==> src/rtl/pic_exec_sequencer_pkg.sv <==
// Shared types for the PIC16 execute sequencer: ALU op codes, instruction
// classes, sequencer states and the instruction decoder.
package pic_exec_sequencer_pkg;

    localparam int ALU_OP_W = 4;
    localparam logic [13:0] OPC_RETURN = 14'h0008;

    typedef enum logic [ALU_OP_W-1:0] {
        ALU_CLR  = 4'd0,
        ALU_ADD  = 4'd1,
        ALU_SUB  = 4'd2,
        ALU_AND  = 4'd3,
        ALU_IOR  = 4'd4,
        ALU_XOR  = 4'd5,
        ALU_MOVB = 4'd6,   // pass operand B (f or k)
        ALU_MOVW = 4'd7,   // pass W
        ALU_COM  = 4'd8,
        ALU_INC  = 4'd9,
        ALU_DEC  = 4'd10,
        ALU_RR   = 4'd11,
        ALU_RL   = 4'd12,
        ALU_SWAP = 4'd13,
        ALU_BCF  = 4'd14,
        ALU_BSF  = 4'd15
    } alu_op_e;

    typedef enum logic [3:0] {
        CLS_NOP,
        CLS_BYTE,
        CLS_SKIPZ,
        CLS_LIT,
        CLS_BITSET,
        CLS_BTFSC,
        CLS_BTFSS,
        CLS_GOTO,
        CLS_CALL,
        CLS_RETURN,
        CLS_RETLW
    } instr_class_e;

    typedef enum logic {
        ST_EXEC  = 1'b0,
        ST_FLUSH = 1'b1
    } seq_state_e;

    typedef struct packed {
        instr_class_e cls;
        alu_op_e      op;
        logic         status_wr;
    } dec_t;

    function automatic dec_t decode_instr(input logic [13:0] ir);
        dec_t d;
        d.cls       = CLS_NOP;
        d.op        = ALU_CLR;
        d.status_wr = 1'b0;
        case (ir[13:12])
            2'b00: begin
                if (ir[11:8] == 4'h0) begin
                    // MOVWF, RETURN; the rest of this corner (NOP, SLEEP, ...) idles
                    if (ir[7]) begin
                        d.cls = CLS_BYTE;
                        d.op  = ALU_MOVW;
                    end else if (ir == OPC_RETURN) begin
                        d.cls = CLS_RETURN;
                    end
                end else begin
                    d.cls       = CLS_BYTE;
                    d.status_wr = 1'b1;
                    case (ir[11:8])
                        4'h1: d.op = ALU_CLR;
                        4'h2: d.op = ALU_SUB;
                        4'h3: d.op = ALU_DEC;
                        4'h4: d.op = ALU_IOR;
                        4'h5: d.op = ALU_AND;
                        4'h6: d.op = ALU_XOR;
                        4'h7: d.op = ALU_ADD;
                        4'h8: d.op = ALU_MOVB;
                        4'h9: d.op = ALU_COM;
                        4'hA: d.op = ALU_INC;
                        4'hB: begin
                            d.op  = ALU_DEC;
                            d.cls = CLS_SKIPZ;
                        end
                        4'hC: d.op = ALU_RR;
                        4'hD: d.op = ALU_RL;
                        4'hE: begin
                            d.op        = ALU_SWAP;
                            d.status_wr = 1'b0;
                        end
                        default: begin
                            d.op  = ALU_INC;
                            d.cls = CLS_SKIPZ;
                        end
                    endcase
                end
            end
            2'b01: begin
                case (ir[11:10])
                    2'b00: begin
                        d.cls = CLS_BITSET;
                        d.op  = ALU_BCF;
                    end
                    2'b01: begin
                        d.cls = CLS_BITSET;
                        d.op  = ALU_BSF;
                    end
                    2'b10:   d.cls = CLS_BTFSC;
                    default: d.cls = CLS_BTFSS;
                endcase
            end
            2'b10: d.cls = ir[11] ? CLS_GOTO : CLS_CALL;
            default: begin
                d.cls       = CLS_LIT;
                d.status_wr = 1'b1;
                casez (ir[11:8])
                    4'b00??: begin
                        d.op        = ALU_MOVB;
                        d.status_wr = 1'b0;
                    end
                    4'b01??: begin
                        d.op        = ALU_MOVB;
                        d.status_wr = 1'b0;
                        d.cls       = CLS_RETLW;
                    end
                    4'b1000: d.op = ALU_IOR;
                    4'b1001: d.op = ALU_AND;
                    4'b1010: d.op = ALU_XOR;
                    4'b110?: d.op = ALU_SUB;
                    default: d.op = ALU_ADD;
                endcase
            end
        endcase
        return d;
    endfunction

endpackage

==> src/rtl/pic_exec_sequencer_if.sv <==
// Bundle between the sequencer and the IR / ALU / PC / fetch datapath.
interface pic_exec_sequencer_if #(
    parameter int PC_WIDTH = 13
);
    import pic_exec_sequencer_pkg::*;

    logic [13:0]          instr_current;
    logic [PC_WIDTH-1:0]  pc_current;
    logic                 status_z;
    logic                 bit_test;
    logic [1:0]           q_count;
    logic [ALU_OP_W-1:0]  alu_op;
    logic                 alu_sel_l;
    logic                 alu_d;
    logic [2:0]           alu_bit;
    logic                 alu_d_wr_en;
    logic                 alu_status_wr_en;
    logic                 instr_rd_en;
    logic                 instr_flush;
    logic                 pc_incr_en;
    logic                 pc_j_en;
    logic                 pc_load_en;
    logic [PC_WIDTH-1:0]  pc_load_val;
    logic                 stack_overflow;
    logic                 stack_underflow;

    modport master (
        input  instr_current, pc_current, status_z, bit_test,
        output q_count, alu_op, alu_sel_l, alu_d, alu_bit, alu_d_wr_en,
               alu_status_wr_en, instr_rd_en, instr_flush, pc_incr_en,
               pc_j_en, pc_load_en, pc_load_val, stack_overflow, stack_underflow
    );

    modport slave (
        output instr_current, pc_current, status_z, bit_test,
        input  q_count, alu_op, alu_sel_l, alu_d, alu_bit, alu_d_wr_en,
               alu_status_wr_en, instr_rd_en, instr_flush, pc_incr_en,
               pc_j_en, pc_load_en, pc_load_val, stack_overflow, stack_underflow
    );

endinterface

==> src/rtl/pic_exec_sequencer_return_stack.sv <==
// Circular hardware return stack with occupancy count and sticky
// overflow/underflow flags; WRAP selects overwrite-oldest vs drop on full.
module pic_return_stack #(
    parameter int DEPTH = 8,
    parameter int WIDTH = 13,
    parameter int WRAP  = 1
) (
    input  logic             clk,
    input  logic             rst,
    input  logic             push,
    input  logic             pop,
    input  logic [WIDTH-1:0] din,
    output logic [WIDTH-1:0] top,
    output logic             full,
    output logic             empty,
    output logic             ovf,
    output logic             unf
);
    localparam int PW = $clog2(DEPTH);
    localparam logic [PW:0] FULL_CNT = (PW + 1)'(DEPTH);

    if (DEPTH < 2 || (DEPTH & (DEPTH - 1)) != 0) begin : g_bad_depth
        $error("pic_return_stack: DEPTH must be a power of two >= 2");
    end

    logic [WIDTH-1:0] mem [DEPTH];
    logic [PW-1:0]    wr_ptr_reg;
    logic [PW:0]      count_reg;
    logic             ovf_reg;
    logic             unf_reg;
    logic             wr_en;

    assign full  = (count_reg == FULL_CNT);
    assign empty = (count_reg == '0);
    // When full, wr_ptr already points at the oldest entry, so wrapping overwrites it.
    assign wr_en = push && (!full || WRAP != 0);
    assign top   = mem[wr_ptr_reg - PW'(1)];
    assign ovf   = ovf_reg;
    assign unf   = unf_reg;

    always_ff @(posedge clk) begin
        if (wr_en) begin
            mem[wr_ptr_reg] <= din;
        end
    end

    always_ff @(posedge clk) begin
        if (rst) begin
            wr_ptr_reg <= '0;
            count_reg  <= '0;
            ovf_reg    <= 1'b0;
            unf_reg    <= 1'b0;
        end else begin
            if (wr_en) begin
                wr_ptr_reg <= wr_ptr_reg + PW'(1);
            end
            if (push && !full) begin
                count_reg <= count_reg + (PW + 1)'(1);
            end
            if (push && full) begin
                ovf_reg <= 1'b1;
            end
            if (pop) begin
                if (empty) begin
                    unf_reg <= 1'b1;
                end else begin
                    wr_ptr_reg <= wr_ptr_reg - PW'(1);
                    count_reg  <= count_reg - (PW + 1)'(1);
                end
            end
        end
    end

endmodule

==> src/rtl/pic_exec_sequencer.sv <==
// PIC16 execute sequencer: Q0..Q3 phase counter, EXEC/FLUSH state and the
// per-phase control strobes for ALU, PC, fetch and the return stack.
module pic_exec_sequencer
    import pic_exec_sequencer_pkg::*;
#(
    parameter int PC_WIDTH    = 13,
    parameter int STACK_DEPTH = 8,
    parameter int STACK_WRAP  = 1
) (
    input  logic                 clk,
    input  logic                 rst,
    pic_exec_sequencer_if.master bus
);
    seq_state_e          state_reg;
    seq_state_e          state_next;
    logic [1:0]          q_count_reg;
    dec_t                dec;
    logic                skip_taken;
    logic                push;
    logic                pop;
    logic [PC_WIDTH-1:0] stk_top;
    logic                stk_full;
    logic                stk_empty;
    logic                stk_ovf;
    logic                stk_unf;

    always_ff @(posedge clk) begin
        if (rst) begin
            q_count_reg <= 2'd0;
            state_reg   <= ST_EXEC;
        end else begin
            q_count_reg <= q_count_reg + 2'd1;
            state_reg   <= state_next;
        end
    end

    assign dec = decode_instr(bus.instr_current);

    always_comb begin
        case (dec.cls)
            CLS_SKIPZ: skip_taken = bus.status_z;
            CLS_BTFSC: skip_taken = !bus.bit_test;
            CLS_BTFSS: skip_taken = bus.bit_test;
            default:   skip_taken = 1'b0;
        endcase
    end

    // Strobes are held low while rst is high so an aborted instruction leaves no side effects.
    always_comb begin
        state_next           = state_reg;
        bus.alu_op           = ALU_CLR;
        bus.alu_sel_l        = 1'b0;
        bus.alu_d            = bus.instr_current[7];
        bus.alu_bit          = bus.instr_current[9:7];
        bus.alu_d_wr_en      = 1'b0;
        bus.alu_status_wr_en = 1'b0;
        bus.instr_rd_en      = 1'b0;
        bus.instr_flush      = 1'b0;
        bus.pc_incr_en       = 1'b0;
        bus.pc_j_en          = 1'b0;
        bus.pc_load_en       = 1'b0;
        push                 = 1'b0;
        pop                  = 1'b0;
        if (!rst) begin
            if (state_reg == ST_EXEC) begin
                if (q_count_reg == 2'd2) begin
                    case (dec.cls)
                        CLS_BYTE, CLS_SKIPZ: begin
                            bus.alu_op           = dec.op;
                            bus.alu_d_wr_en      = 1'b1;
                            bus.alu_status_wr_en = dec.status_wr;
                        end
                        CLS_LIT, CLS_RETLW: begin
                            bus.alu_op           = dec.op;
                            bus.alu_sel_l        = 1'b1;
                            bus.alu_d            = 1'b0;
                            bus.alu_d_wr_en      = 1'b1;
                            bus.alu_status_wr_en = dec.status_wr;
                        end
                        CLS_BITSET: begin
                            bus.alu_op      = dec.op;
                            bus.alu_d       = 1'b1;
                            bus.alu_d_wr_en = 1'b1;
                        end
                        default: ;
                    endcase
                end else if (q_count_reg == 2'd3) begin
                    case (dec.cls)
                        CLS_GOTO, CLS_CALL: begin
                            push            = (dec.cls == CLS_CALL);
                            bus.pc_j_en     = 1'b1;
                            bus.instr_flush = 1'b1;
                            state_next      = ST_FLUSH;
                        end
                        CLS_RETURN, CLS_RETLW: begin
                            pop             = 1'b1;
                            bus.pc_load_en  = 1'b1;
                            bus.instr_flush = 1'b1;
                            state_next      = ST_FLUSH;
                        end
                        default: begin
                            if (skip_taken) begin
                                // Skipped word: advance PC past it but discard the prefetch.
                                bus.instr_flush = 1'b1;
                                bus.pc_incr_en  = 1'b1;
                                state_next      = ST_FLUSH;
                            end else begin
                                bus.instr_rd_en = 1'b1;
                                bus.pc_incr_en  = 1'b1;
                            end
                        end
                    endcase
                end
            end else if (q_count_reg == 2'd3) begin
                bus.instr_rd_en = 1'b1;
                bus.pc_incr_en  = 1'b1;
                state_next      = ST_EXEC;
            end
        end
    end

    pic_return_stack #(
        .DEPTH (STACK_DEPTH),
        .WIDTH (PC_WIDTH),
        .WRAP  (STACK_WRAP)
    ) u_stack (
        .clk   (clk),
        .rst   (rst),
        .push  (push),
        .pop   (pop),
        .din   (bus.pc_current + PC_WIDTH'(1)),
        .top   (stk_top),
        .full  (stk_full),
        .empty (stk_empty),
        .ovf   (stk_ovf),
        .unf   (stk_unf)
    );

    always_ff @(posedge clk) begin
        if (!rst) begin
            assert (!(stk_full && stk_empty));
        end
    end

    assign bus.q_count         = q_count_reg;
    assign bus.pc_load_val     = stk_empty ? '0 : stk_top;
    assign bus.stack_overflow  = stk_ovf;
    assign bus.stack_underflow = stk_unf;

endmodule

==> src/flat_wrapper.sv <==
// flat-port wrapper written by rule: the top's interface ports become plain ports
module pic_exec_sequencer_flat import pic_exec_sequencer_pkg::*;
#(
    parameter int PC_WIDTH    = 13,
    parameter int STACK_DEPTH = 8,
    parameter int STACK_WRAP  = 1
)
  (clk, rst, bus_instr_current, bus_pc_current, bus_status_z, bus_bit_test, bus_q_count, bus_alu_op, bus_alu_sel_l, bus_alu_d, bus_alu_bit, bus_alu_d_wr_en, bus_alu_status_wr_en, bus_instr_rd_en, bus_instr_flush, bus_pc_incr_en, bus_pc_j_en, bus_pc_load_en, bus_pc_load_val, bus_stack_overflow, bus_stack_underflow);
  pic_exec_sequencer_if #(.PC_WIDTH(PC_WIDTH)) bus_i ();
  input  logic clk;
  input  logic rst;
  input wire logic [$bits(bus_i.instr_current)-1:0] bus_instr_current;
  input wire logic [$bits(bus_i.pc_current)-1:0] bus_pc_current;
  input wire logic [$bits(bus_i.status_z)-1:0] bus_status_z;
  input wire logic [$bits(bus_i.bit_test)-1:0] bus_bit_test;
  output wire logic [$bits(bus_i.q_count)-1:0] bus_q_count;
  output wire logic [$bits(bus_i.alu_op)-1:0] bus_alu_op;
  output wire logic [$bits(bus_i.alu_sel_l)-1:0] bus_alu_sel_l;
  output wire logic [$bits(bus_i.alu_d)-1:0] bus_alu_d;
  output wire logic [$bits(bus_i.alu_bit)-1:0] bus_alu_bit;
  output wire logic [$bits(bus_i.alu_d_wr_en)-1:0] bus_alu_d_wr_en;
  output wire logic [$bits(bus_i.alu_status_wr_en)-1:0] bus_alu_status_wr_en;
  output wire logic [$bits(bus_i.instr_rd_en)-1:0] bus_instr_rd_en;
  output wire logic [$bits(bus_i.instr_flush)-1:0] bus_instr_flush;
  output wire logic [$bits(bus_i.pc_incr_en)-1:0] bus_pc_incr_en;
  output wire logic [$bits(bus_i.pc_j_en)-1:0] bus_pc_j_en;
  output wire logic [$bits(bus_i.pc_load_en)-1:0] bus_pc_load_en;
  output wire logic [$bits(bus_i.pc_load_val)-1:0] bus_pc_load_val;
  output wire logic [$bits(bus_i.stack_overflow)-1:0] bus_stack_overflow;
  output wire logic [$bits(bus_i.stack_underflow)-1:0] bus_stack_underflow;
  assign bus_i.instr_current = bus_instr_current;
  assign bus_i.pc_current = bus_pc_current;
  assign bus_i.status_z = bus_status_z;
  assign bus_i.bit_test = bus_bit_test;
  assign bus_q_count = bus_i.q_count;
  assign bus_alu_op = bus_i.alu_op;
  assign bus_alu_sel_l = bus_i.alu_sel_l;
  assign bus_alu_d = bus_i.alu_d;
  assign bus_alu_bit = bus_i.alu_bit;
  assign bus_alu_d_wr_en = bus_i.alu_d_wr_en;
  assign bus_alu_status_wr_en = bus_i.alu_status_wr_en;
  assign bus_instr_rd_en = bus_i.instr_rd_en;
  assign bus_instr_flush = bus_i.instr_flush;
  assign bus_pc_incr_en = bus_i.pc_incr_en;
  assign bus_pc_j_en = bus_i.pc_j_en;
  assign bus_pc_load_en = bus_i.pc_load_en;
  assign bus_pc_load_val = bus_i.pc_load_val;
  assign bus_stack_overflow = bus_i.stack_overflow;
  assign bus_stack_underflow = bus_i.stack_underflow;
  pic_exec_sequencer #(.PC_WIDTH(PC_WIDTH), .STACK_DEPTH(STACK_DEPTH), .STACK_WRAP(STACK_WRAP)) u_core (.clk(clk), .rst(rst), .bus(bus_i));
endmodule
==> config.mk <==
export PLATFORM = sky130hd
export DESIGN_NAME = pic_exec_sequencer_flat
export DESIGN_NICKNAME = d
export VERILOG_FILES = /design/src/rtl/pic_exec_sequencer_pkg.sv /design/src/rtl/pic_exec_sequencer_if.sv /design/src/rtl/pic_exec_sequencer_return_stack.sv /design/src/rtl/pic_exec_sequencer.sv /design/src/flat_wrapper.sv
export SDC_FILE = /design/constraint.sdc
export NUM_CORES = 1
export LEC_CHECK = 0
export CORE_AREA = 10 10 117 119
export DETAILED_ROUTE_END_ITERATION = 7
export DIE_AREA = 0 0 127 129
export PLACE_DENSITY = 0.74
export SKIP_CTS_REPAIR_TIMING = 1
export SYNTH_ARGS = -nofsm -noshare
export SYNTH_HDL_FRONTEND = slang
export SYNTH_SLANG_ARGS = --single-unit
export TNS_END_PERCENT = 5
==> constraint.sdc <==
create_clock -name clk -period 3.6 [get_ports clk]
set_clock_uncertainty 0.2 [all_clocks]
set_input_delay 0.54 -clock clk [delete_from_list [all_inputs] [get_ports clk]]
set_output_delay 0.54 -clock clk [all_outputs]
set_load 0.005 [all_outputs]
==> impl_metrics.json <==
{
  "status": "finished clean",
  "clk_pin_slew_worst_paths_ns": 0.05,
  "die_h_um": 129,
  "worst_pin_slew_ns": 0.6723,
  "fill_cells": 809,
  "place_hpwl_mm": 8.963,
  "place_congestion": 0.8594,
  "p_per_area_nw_per_um2": 465.9,
  "tns_ns": 0,
  "clock_sinks": 116,
  "top_level_ports": 64,
  "fmax_mhz": 293.4,
  "die_area_sq_um": 16380,
  "htree_levels": 4,
  "grt_pass1_vias": 3965,
  "netlist_area_sq_um": 5558,
  "synth-edff-count": 104,
  "hold_path.class": "reg -> reg",
  "clk-insertion-delay-late_ns": 0.40,
  "finalSetupViolCount": 0,
  "synth-async-reset-ratio_pct": 0,
  "drive_gt1_share_pct": 26.75,
  "synthesis.nets": 447,
  "ys.flop_type": "edfxtp_1",
  "antenna_left": 0,
  "crit_type": "in -> out",
  "syn_avg_cell_area_sq_um": 13.59,
  "final_common_cell": "edfxtp_1",
  "die_x_um": 127,
  "reg2reg_from": "u_core.bus.q_count[0]$_SDFF_PP0_",
  "path_cells": "clkdlybuf4s50_1, nor4_1, buf_4, nand4_1, a21oi_2, buf_4, a211o_1, a21oi_1, nor2_1, clkdlybuf4s50_1",
  "cts_buffer_depth": 2,
  "rows": 39,
  "numCtsBuffers": 17,
  "num_vias": 3942,
  "synth-seq-area-share_pct": 60.51,
  "maxSlewViolCount": 0,
  "crit_slowest_cell": "clkdlybuf4s50_1",
  "grt_antenna_before_repair": 0,
  "cp.arrival_ns": 2.67,
  "leakagePower_uw": 0.002697,
  "nets": 569,
  "crit_path_max_incr_delay_ns": 0.50,
  "hold_viol": 0,
  "vias_per_cell": 5.755,
  "peakVddDrop_v": 0.0005292,
  "cp-start-kind": "input pin",
  "rsz0062_at_grt": "false",
  "cp-startpoint": "bus_instr_current[1]",
  "overflow": 0,
  "grt_pass1_wl_mm": 21.79,
  "io_buffer_count": 63,
  "start_util_pct": 49.09,
  "cts_tree": "yes",
  "relSlewSlack_pct": 54.86,
  "cp.required_ns": 2.86,
  "worstHoldStart": "u_core.u_stack.unf$_SDFFE_PP0P_",
  "yosysTopAreaCell": "edfxtp_1",
  "final_util_pct": 65.86,
  "largest_reg_flops": 104,
  "grt_max_degree": 23,
  "drt-total-wl_mm": 13.95,
  "period_share_pct": 94.68,
  "core_area_sq_um": 11320,
  "wl_per_cell_um": 20.37,
  "mostFrequentLayoutCells": "edfxtp_1 (104), buf_4 (57), clkdlybuf4s50_1 (55)",
  "drt_first_pass_iters": 5,
  "path_max_fanout": 4,
  "antennaDiodeCount": 0,
  "globalRouteTotalUtil_pct": 17.00,
  "synth.area.top_cells": "edfxtp_1 (56%), mux4_2 (11%), dfxtp_1 (4.3%)",
  "worstSetupEndpointType": "primary output",
  "synth_top_area_share_pct": 56.19,
  "ys_ff_latch": 116,
  "synth.distinct_cells": 66,
  "remaining_drc_errors": 0,
  "syn2layout_area_growth_pct": 34.15,
  "synth_cells": 409,
  "cap_violations": 0,
  "cts_root_buf": "clkbuf_16",
  "min_period_ns": 3.408,
  "synth-warning-count": 0,
  "drtIter0Drc": 385
}
-- per-stage QoR --
step | hold slack [ns] | total power [uW] | instance area, sq um | cells | worst slack, ns
4_1_cts | 0.2536 | 3484 | 7392 | 683 | -0.1686
5_1_grt | 0.2787 | 3572 | 7456 | 685 | 0.01722
6_report | 0.2456 | 3474 | 7456 | 685 | 0.1917
2_1_floorplan | 0.2286 | 1612 | 5558 | 409 | 0.01874
3_5_place_dp | 0.2461 | 1731 | 6774 | 653 | -0.1463
3_3_place_gp | 0.2269 | 1724 | 6774 | 653 | -0.03917
-- synth_stat cells, types with 2 or more instances --
cell type	n
mux2i_1	3
edfxtp_1	104
buf_1	3
a21oi_1	28
and3_1	5
o21ai_0	4
or3_1	3
nand2_1	44
ha_1	7
a211oi_1	3
o32ai_1	2
o21a_1	2
nor3b_1	2
buf_2	6
nand4_1	2
mux4_2	26
xnor2_1	8
nor4_1	3
nand2b_1	9
mux2_2	2
dfxtp_1	12
nor3_1	8
o21ai_1	5
nor2_1	32
nor2b_1	5
a311oi_1	2
clkbuf_1	10
inv_1	11
o22ai_1	4
xor2_1	6
nand3_1	10
o211ai_1	2
buf_4	3
-- area by class of cell --
type	count	area [sq um]	area share, %
inverters	12	45.04	0.6041
well taps	143	178.9	2.400
clock buffers	19	432.9	5.806
clock inverters	11	185.2	2.484
repair buffers	125	1146	15.37
multi-input cells	259	2103	28.21
flip-flops and latches	116	3364	45.13
-- kinds of logic (layout without fill, tap and decap cells) --
kind of cell | after synthesis | in the layout | synth area share (%)
buffers and inverters | 34 | 167 | 2.634
flip-flops | 116 | 116 | 60.51
multiplexers | 32 | 32 | 11.68
AO/OA/AOI/OAI | 73 | 73 | 9.613
AND/OR/NAND/NOR | 133 | 133 | 11.77
adder cells (fa/ha/maj) | 7 | 7 | 1.576
XOR/XNOR | 14 | 14 | 2.206
-- power by group --
part / internal [uW] / total, uW / switching [uW]
logic: 115 / 234 / 119
clock network: 1210 / 1760 / 549
registers: 1480 / 1480 / 2.39
-- critical path: cells and delay by family --
family / cells / cell delay, ns
compound gates: 3 / 0.39
buf+inv: 4 / 1.21
simple gates: 3 / 0.51
-- worst paths after layout --
| check | endpoint | slack, ns | cells after the start |
|---|---|---|---|
| hold / removal | u_core.u_stack.unf$_SDFFE_PP0P_ | 0.25 | 2 |
| setup / recovery | bus_instr_flush | 0.19 | 10 |
| hold reg to reg | u_core.u_stack.unf$_SDFFE_PP0P_ | 0.25 | 2 |
| setup reg to reg | u_core.u_stack.mem[1][7]$_DFFE_PP_ | 0.71 | 9 |
-- layer usage --
metal,global-route usage [%],routed length [um]
met3,4.682,1064
met2,29.13,6985
met1,20.30,5666
met5,0,0
met4,5.626,234
(Power assumes the default switching activity.)
